### config.mk
export PLATFORM = sky130hd
export DESIGN_NAME = accumulator_unit_flat
export DESIGN_NICKNAME = d
export VERILOG_FILES = /design/src/rtl/accumulator_unit_pkg.sv /design/src/rtl/accumulator_unit_if.sv /design/src/rtl/accumulator_unit_alu.sv /design/src/rtl/accumulator_unit.sv /design/src/flat_wrapper.sv
export SDC_FILE = /design/constraint.sdc
export NUM_CORES = 1
export LEC_CHECK = 0
export CAP_MARGIN = 25
export CORE_UTILIZATION = 54
export CTS_BUF_LIST = sky130_fd_sc_hd__clkbuf_2 sky130_fd_sc_hd__clkbuf_4 sky130_fd_sc_hd__clkbuf_8
export CTS_CLUSTER_SIZE = 40
export DETAILED_ROUTE_END_ITERATION = 16
export HOLD_SLACK_MARGIN = 0.06
export PLACE_DENSITY = 0.89
export SYNTH_ARGS = -nofsm -noshare
export SYNTH_HDL_FRONTEND = slang
export SYNTH_SLANG_ARGS = --single-unit
### constraint.sdc
create_clock -name clock -period 3.1 [get_ports clock]
set_input_delay 0.465 -clock clock [delete_from_list [all_inputs] [get_ports clock]]
set_output_delay 0.465 -clock clock [all_outputs]
set_load 0.01 [all_outputs]
### src/rtl/accumulator_unit_pkg.sv
// Shared types for the accumulator unit: opcode encoding and FSM states.
package accumulator_unit_pkg;

    // Width of the opcode field driven by the instruction decoder.
    localparam int unsigned ACU_OP_W = 4;

    // Encodings are fixed by the decoder; 13..15 are unused and behave as NOP.
    typedef enum logic [ACU_OP_W-1:0] {
        NOP   = 4'd0,
        WRITE = 4'd1,
        INC   = 4'd2,
        DEC   = 4'd3,
        ADD   = 4'd4,
        SUB   = 4'd5,
        ROL   = 4'd6,
        ROR   = 4'd7,
        ROTN  = 4'd8,
        CLR   = 4'd9,
        CLC   = 4'd10,
        STC   = 4'd11,
        CMC   = 4'd12
    } acu_op_t;

    typedef enum logic [0:0] {
        IDLE = 1'b0,
        BUSY = 1'b1
    } acu_state_t;

endpackage

### src/rtl/accumulator_unit_if.sv
// Decoder/data-bus side of the accumulator unit: op handshake plus accumulator outputs.
interface accumulator_unit_if
    import accumulator_unit_pkg::*;
#(
    parameter int unsigned WIDTH = 4
) ();

    localparam int unsigned SHW = $clog2(WIDTH);

    logic             select;
    logic             op_valid;
    logic             op_ready;
    acu_op_t          opcode;
    logic [WIDTH-1:0] data_in;
    logic [SHW-1:0]   shamt;
    logic [WIDTH-1:0] acc;
    logic             acc_oe;
    logic             carry;
    logic             busy;
    logic             done;

    // Decoder side: presents ops, observes the accumulator.
    modport master (
        output select,
        output op_valid,
        output opcode,
        output data_in,
        output shamt,
        input  op_ready,
        input  acc,
        input  acc_oe,
        input  carry,
        input  busy,
        input  done
    );

    // Accumulator side.
    modport slave (
        input  select,
        input  op_valid,
        input  opcode,
        input  data_in,
        input  shamt,
        output op_ready,
        output acc,
        output acc_oe,
        output carry,
        output busy,
        output done
    );

endinterface

### src/rtl/accumulator_unit_alu.sv
// Combinational next-value logic for every single-cycle accumulator op.
module acu_alu
    import accumulator_unit_pkg::*;
#(
    parameter int unsigned WIDTH = 4
) (
    input  acu_op_t          opcode_i,
    input  logic [WIDTH-1:0] acc_i,
    input  logic [WIDTH-1:0] data_i,
    input  logic             carry_i,
    output logic [WIDTH-1:0] acc_o,
    output logic             carry_o
);

    localparam int unsigned SW = WIDTH + 1;

    // WIDTH+1-bit sum so the carry falls out of the top bit.
    logic [WIDTH:0] sum;

    // Decode the op into the next accumulator and carry; unlisted ops hold state.
    always_comb begin
        acc_o   = acc_i;
        carry_o = carry_i;
        sum     = '0;
        unique case (opcode_i)
            WRITE: acc_o = data_i;
            INC: begin
                sum     = {1'b0, acc_i} + SW'(1);
                acc_o   = sum[WIDTH-1:0];
                carry_o = sum[WIDTH];
            end
            DEC: begin
                acc_o   = acc_i - WIDTH'(1);
                carry_o = |acc_i;  // cleared only on borrow from zero
            end
            ADD: begin
                sum     = {1'b0, acc_i} + {1'b0, data_i} + SW'(carry_i);
                acc_o   = sum[WIDTH-1:0];
                carry_o = sum[WIDTH];
            end
            SUB: begin
                // Carry in/out is the inverted borrow.
                sum     = {1'b0, acc_i} + {1'b0, ~data_i} + SW'(carry_i);
                acc_o   = sum[WIDTH-1:0];
                carry_o = sum[WIDTH];
            end
            ROL: begin
                acc_o   = {acc_i[WIDTH-2:0], carry_i};
                carry_o = acc_i[WIDTH-1];
            end
            ROR: begin
                acc_o   = {carry_i, acc_i[WIDTH-1:1]};
                carry_o = acc_i[0];
            end
            CLR: begin
                acc_o   = '0;
                carry_o = 1'b0;
            end
            CLC:     carry_o = 1'b0;
            STC:     carry_o = 1'b1;
            CMC:     carry_o = ~carry_i;
            default: ;  // NOP, ROTN (sequenced by the top) and unused encodings
        endcase
    end

endmodule

### src/rtl/accumulator_unit.sv
// WIDTH-bit accumulator with carry/link flag and a multi-cycle rotate-by-N sequencer.
module accumulator_unit
    import accumulator_unit_pkg::*;
#(
    parameter  int unsigned WIDTH = 4,
    localparam int unsigned SHW   = $clog2(WIDTH)
) (
    input  logic               clock,
    input  logic               reset,
    accumulator_unit_if.slave  bus
);

    acu_state_t       state_q;
    logic [WIDTH-1:0] acc_q;
    logic             carry_q;
    logic             done_q;
    logic [SHW-1:0]   cnt_q;

    logic             accept;
    logic             start_rotn;
    logic [WIDTH-1:0] alu_acc;
    logic             alu_carry;
    logic [WIDTH-1:0] acc_rotl1;

    acu_alu #(
        .WIDTH (WIDTH)
    ) u_alu (
        .opcode_i (bus.opcode),
        .acc_i    (acc_q),
        .data_i   (bus.data_in),
        .carry_i  (carry_q),
        .acc_o    (alu_acc),
        .carry_o  (alu_carry)
    );

    // Handshake qualification and the single-bit rotate used while BUSY.
    always_comb begin
        accept     = bus.select & bus.op_valid & (state_q == IDLE);
        start_rotn = (bus.opcode == ROTN) && (bus.shamt != '0);
        acc_rotl1  = {acc_q[WIDTH-2:0], acc_q[WIDTH-1]};
    end

    // Control FSM with registered accumulator, carry, counter and done pulse.
    always_ff @(posedge clock) begin
        if (reset) begin
            state_q <= IDLE;
            acc_q   <= '0;
            carry_q <= 1'b0;
            done_q  <= 1'b0;
            cnt_q   <= '0;
        end else begin
            done_q <= 1'b0;
            unique case (state_q)
                IDLE: begin
                    if (accept) begin
                        if (start_rotn) begin
                            // acc is left alone here; rotation happens on BUSY edges.
                            cnt_q   <= bus.shamt;
                            state_q <= BUSY;
                        end else begin
                            acc_q   <= alu_acc;
                            carry_q <= alu_carry;
                            done_q  <= 1'b1;
                        end
                    end
                end
                BUSY: begin
                    acc_q <= acc_rotl1;
                    cnt_q <= cnt_q - SHW'(1);
                    if (cnt_q == SHW'(1)) begin
                        state_q <= IDLE;
                        done_q  <= 1'b1;
                    end
                end
                default: state_q <= IDLE;
            endcase
        end
    end

    // Output drive; acc_oe is a pure pass-through of select.
    always_comb begin
        bus.acc      = acc_q;
        bus.carry    = carry_q;
        bus.done     = done_q;
        bus.busy     = (state_q == BUSY);
        bus.op_ready = (state_q == IDLE);
        bus.acc_oe   = bus.select;
    end

endmodule

### src/flat_wrapper.sv
// flat-port wrapper written by rule: the top's interface ports become plain ports
module accumulator_unit_flat import accumulator_unit_pkg::*;
#(
    parameter  int unsigned WIDTH = 4,
    localparam int unsigned SHW   = $clog2(WIDTH)
)
  (clock, reset, bus_select, bus_op_valid, bus_opcode, bus_data_in, bus_shamt, bus_op_ready, bus_acc, bus_acc_oe, bus_carry, bus_busy, bus_done);
  accumulator_unit_if #(.WIDTH(WIDTH)) bus_i ();
  input  logic clock;
  input  logic reset;
  input wire logic [$bits(bus_i.select)-1:0] bus_select;
  input wire logic [$bits(bus_i.op_valid)-1:0] bus_op_valid;
  input wire logic [$bits(bus_i.opcode)-1:0] bus_opcode;
  input wire logic [$bits(bus_i.data_in)-1:0] bus_data_in;
  input wire logic [$bits(bus_i.shamt)-1:0] bus_shamt;
  output wire logic [$bits(bus_i.op_ready)-1:0] bus_op_ready;
  output wire logic [$bits(bus_i.acc)-1:0] bus_acc;
  output wire logic [$bits(bus_i.acc_oe)-1:0] bus_acc_oe;
  output wire logic [$bits(bus_i.carry)-1:0] bus_carry;
  output wire logic [$bits(bus_i.busy)-1:0] bus_busy;
  output wire logic [$bits(bus_i.done)-1:0] bus_done;
  assign bus_i.select = bus_select;
  assign bus_i.op_valid = bus_op_valid;
  assign bus_i.opcode = bus_opcode;
  assign bus_i.data_in = bus_data_in;
  assign bus_i.shamt = bus_shamt;
  assign bus_op_ready = bus_i.op_ready;
  assign bus_acc = bus_i.acc;
  assign bus_acc_oe = bus_i.acc_oe;
  assign bus_carry = bus_i.carry;
  assign bus_busy = bus_i.busy;
  assign bus_done = bus_i.done;
  accumulator_unit #(.WIDTH(WIDTH)) u_core (.clock(clock), .reset(reset), .bus(bus_i));
endmodule
==> metrics.md <==
| Metric | Value |
|---|---|
| Largest net degree at the start of global routing | 23 |
| Total negative slack | 0 ns |
| Largest family of logic cells by synthesized area | compound AO/OA/AOI/OAI gates |
| CP required | 3.24 ns |
| H-tree levels | 1 |
| Final hold vios | 0 |
| Yosys warnings | 0 |
| Fmax | 386 MHz |
| Util after Layout | 72.7% |
| Min-delay worst type | reg2reg |
| CTS Hold Bufs | 0 |
| Sequential-to-total area share from yosys stat | 14.9% |
| Full die area | 0.00243 mm^2 |
| PnR worst setup slack | 0.511 ns |
| Reg-to-reg startpoint | u_core.bus.acc[0] |
| Fin cells | 201 |
| Worst Path Max Fanout | 7 |
| Post-CTS Setup Inserts | 0 |
| DRC Markers | 0 |
| Synth-to-layout area growth | 21.8% |
| Worst R2R Setup Slack | 0.51 ns |
| CP startpoint | u_core.bus.acc[0] |
| Routed len/inst | 16.3 um |
| Tot Pwr | 0.381 mW |
| Worst r2r path cells | 8 |
| WP data arrival | 2.73 ns |
| Seq cells post-synth | 9 |
| Number of distinct library cells after synthesis | 57 |
| Worst-Margin Slew | 0.611 ns |
| Ant. Diodes | 0 |
| Post-synthesis mux area share | 3.73% |
| Clock Latency Late Sink | 0.27 ns |
| Synth top area cells | dfxtp_1 15%, ha_1 9.3%, fa_1 6.6% |
| Syn nets | 180 |
| Final nets | 202 |
| PortBufs | 22 |
| Worst setup EP type | register |
| Num CTS Buffers | 3 |
| Post-Place Setup Slack | 0.321 ns |
| Most area-hungry cell type in the Yosys netlist | dfxtp_1 |
| Lkg Pwr | 0.577 nW |
| Mean Syn Cell Area | 7.89 um^2 |
| Sink Count | 9 |
| First-pass GRT wire length | 5550 um |
| Async SR Flop Fraction | 0% |
| RSZ-0062 raised after global routing | no |
| Detail Placement HPWL | 2480 um |
| CP Launch Type | register |
| Max-cap violations | 0 |
| Post-synth EDFFs | 0 |
| Initial drt markers | 47 |
| Rows | 16 |
| Synth Area in Compound Gates | 29.5% |
| Ys flop type | dfxtp_1 |
| RR Endpoint | u_core.bus.acc[2] |
| Relative slew slack | 58.8% |
| GR Util All Layers | 29.6% |
| Grt total ovfl | 0 |
| GPL Wtd Cong | 0.885 |
| Crit path time final | 2.59 ns |
| Synth top cells by count | 13 x inv_1, 10 x a21oi_1, 9 x dfxtp_1, 9 x ha_1, 9 x nor2_1 |
| Power per cell area | 259 mW/mm^2 |
| Initial Util | 59.7% |
| Xor and xnor area share after synthesis | 2.18% |
| Simple-Gate Fraction of Synth Area | 24.5% |
| Post-Syn Area | 0.00121 mm^2 |
| Layout cell share with drive strength beyond 1 | 8.05% |
| Final wirelength | 3270 um |
| TritonRoute pass-1 iters | 4 |
| Die Ht | 49.3 um |
| Adder-cell share of the synthesized area | 16.0% |
| Top-Level Pins | 23 |
| Setup violators final | 0 |
| Final Max Tran Viols | 0 |
| Period utilization | 83.5% |
| Post-route ant nets | 0 |
| Via/cell ratio | 6.47 |
| Most numerous cell in the Yosys netlist | inv_1 |
| Vias in the first global route | 1,259 |
| Via count | 1,300 |
| Clock tree from TritonCTS | built |
| Die Width | 49.3 um |
| Synth top area share | 14.9% |
| Status | finished, final reports clean |
| CP endpoint | u_core.bus.acc[2] |
| Cts repair resizes | 0 |
| Worst VDD drop | 0.223 mV |
| Placed Cells | 197 |
| Critical setup path kind | reg2reg |
| Initial antenna violation count | 0 |
| Core area | 0.00202 mm^2 |
| Clk buf depth | 2 |
| Fillcell total | 161 |
| Clock transition at path regs | 0.07 ns |
| Root buffer cell | clkbuf_4 |
| Clock Skew | 0.00699 ns |
| Synth Instances | 153 |
## critical path: stages, from the launching register on
cell and delay (ns):
dfxtp_1 0.48, inv_1 0.21, fa_1 0.46, fa_1 0.42, xnor2_1 0.15, a31o_2 0.24
a221o_1 0.26, o21ai_0 0.16, a21oi_1 0.08
## routing by layer
layer / vias to the layer above / share of wire, % / global-route usage (%)
met4: 0 / 2.2 / 11.3
met1: 607 / 40 / 32.3
met5: - / 0 / 0
met2: 71 / 51 / 54.8
met3: 8 / 6.5 / 6.54
li1: 614 / - / -
## power breakdown
group,switching [mW],total [mW],internal (mW),leakage [nW]
Sequential,0.0105,0.131,0.120,0.0731
Combinational,0.0729,0.146,0.0733,0.485
Clock,0.0453,0.104,0.0586,0.0184
## state kept, by name, indices dropped and copies added (netlist names)
signal            count
u_core.cnt_q          2
u_core.bus.done       1
u_core.bus.acc        4
u_core.bus.carry      1
u_core.bus.busy       1
## layout make-up
type                            count  area [um^2]  share of cell area [%]
Multi-Input combinational cell    120          916                    62.3
Timing Repair Buffer               27          258                    17.5
Sequential cell                     9          180                    12.3
Inverter                           14         52.6                    3.57
Tap cell                           27         33.8                    2.30
Clock buffer                        4         30.0                    2.04
## stage by stage
stage	cell area (um^2)	hold WS, ns
global route	1470	0.540
global placement	1440	0.470
finish	1470	0.540
detailed placement	1440	0.509
floorplan	1210	0.450
CTS	1470	0.516
## cells in the final DEF (no fill, tap or decap), types with 2 or more instances in the layout
cell type | netlist | layout
ha_1 | 9 | 9
a31oi_1 | 3 | 3
nor3_1 | 2 | 2
nand2_1 | 4 | 4
buf_4 | 3 | 5
o22ai_1 | 3 | 3
nor3b_1 | 4 | 4
xnor2_1 | 2 | 2
o311ai_0 | 2 | 2
nand2b_1 | 4 | 4
nand3b_1 | 3 | 3
a211oi_1 | 6 | 6
o211ai_1 | 2 | 2
clkbuf_4 | 0 | 4
inv_1 | 13 | 13
o21ai_0 | 7 | 7
dfxtp_1 | 9 | 9
nor2_1 | 9 | 9
nand3_1 | 5 | 5
nor2b_1 | 5 | 5
clkdlybuf4s50_1 | 0 | 22
fa_1 | 4 | 4
a21oi_1 | 10 | 10
mux2i_1 | 3 | 3
a22oi_1 | 2 | 2
nor4_1 | 2 | 2
## logic make-up (layout without fill, tap and decap cells)
logic type,Yosys count,after routing
fa+ha+maj,13,13
simple gates,49,49
buf+inv,24,45
mux,4,4
xor+xnor,3,3
flops,9,9
compound gates,51,51
## worst min path at each step
stage	start	to	slack, ns	depth (start not counted)
4_1_cts	u_core.cnt_q[0]	u_core.cnt_q[0]	0.52	1
3_5_place_dp	u_core.cnt_q[0]	u_core.cnt_q[0]	0.51	1
2_1_floorplan	u_core.cnt_q[0]	u_core.cnt_q[0]	0.45	1
5_1_grt	u_core.cnt_q[0]	u_core.cnt_q[0]	0.54	1
6_report	u_core.cnt_q[0]	u_core.cnt_q[0]	0.54	1
3_3_place_gp	u_core.cnt_q[0]	u_core.cnt_q[0]	0.47	1
Power figures use the tool's default switching activity.
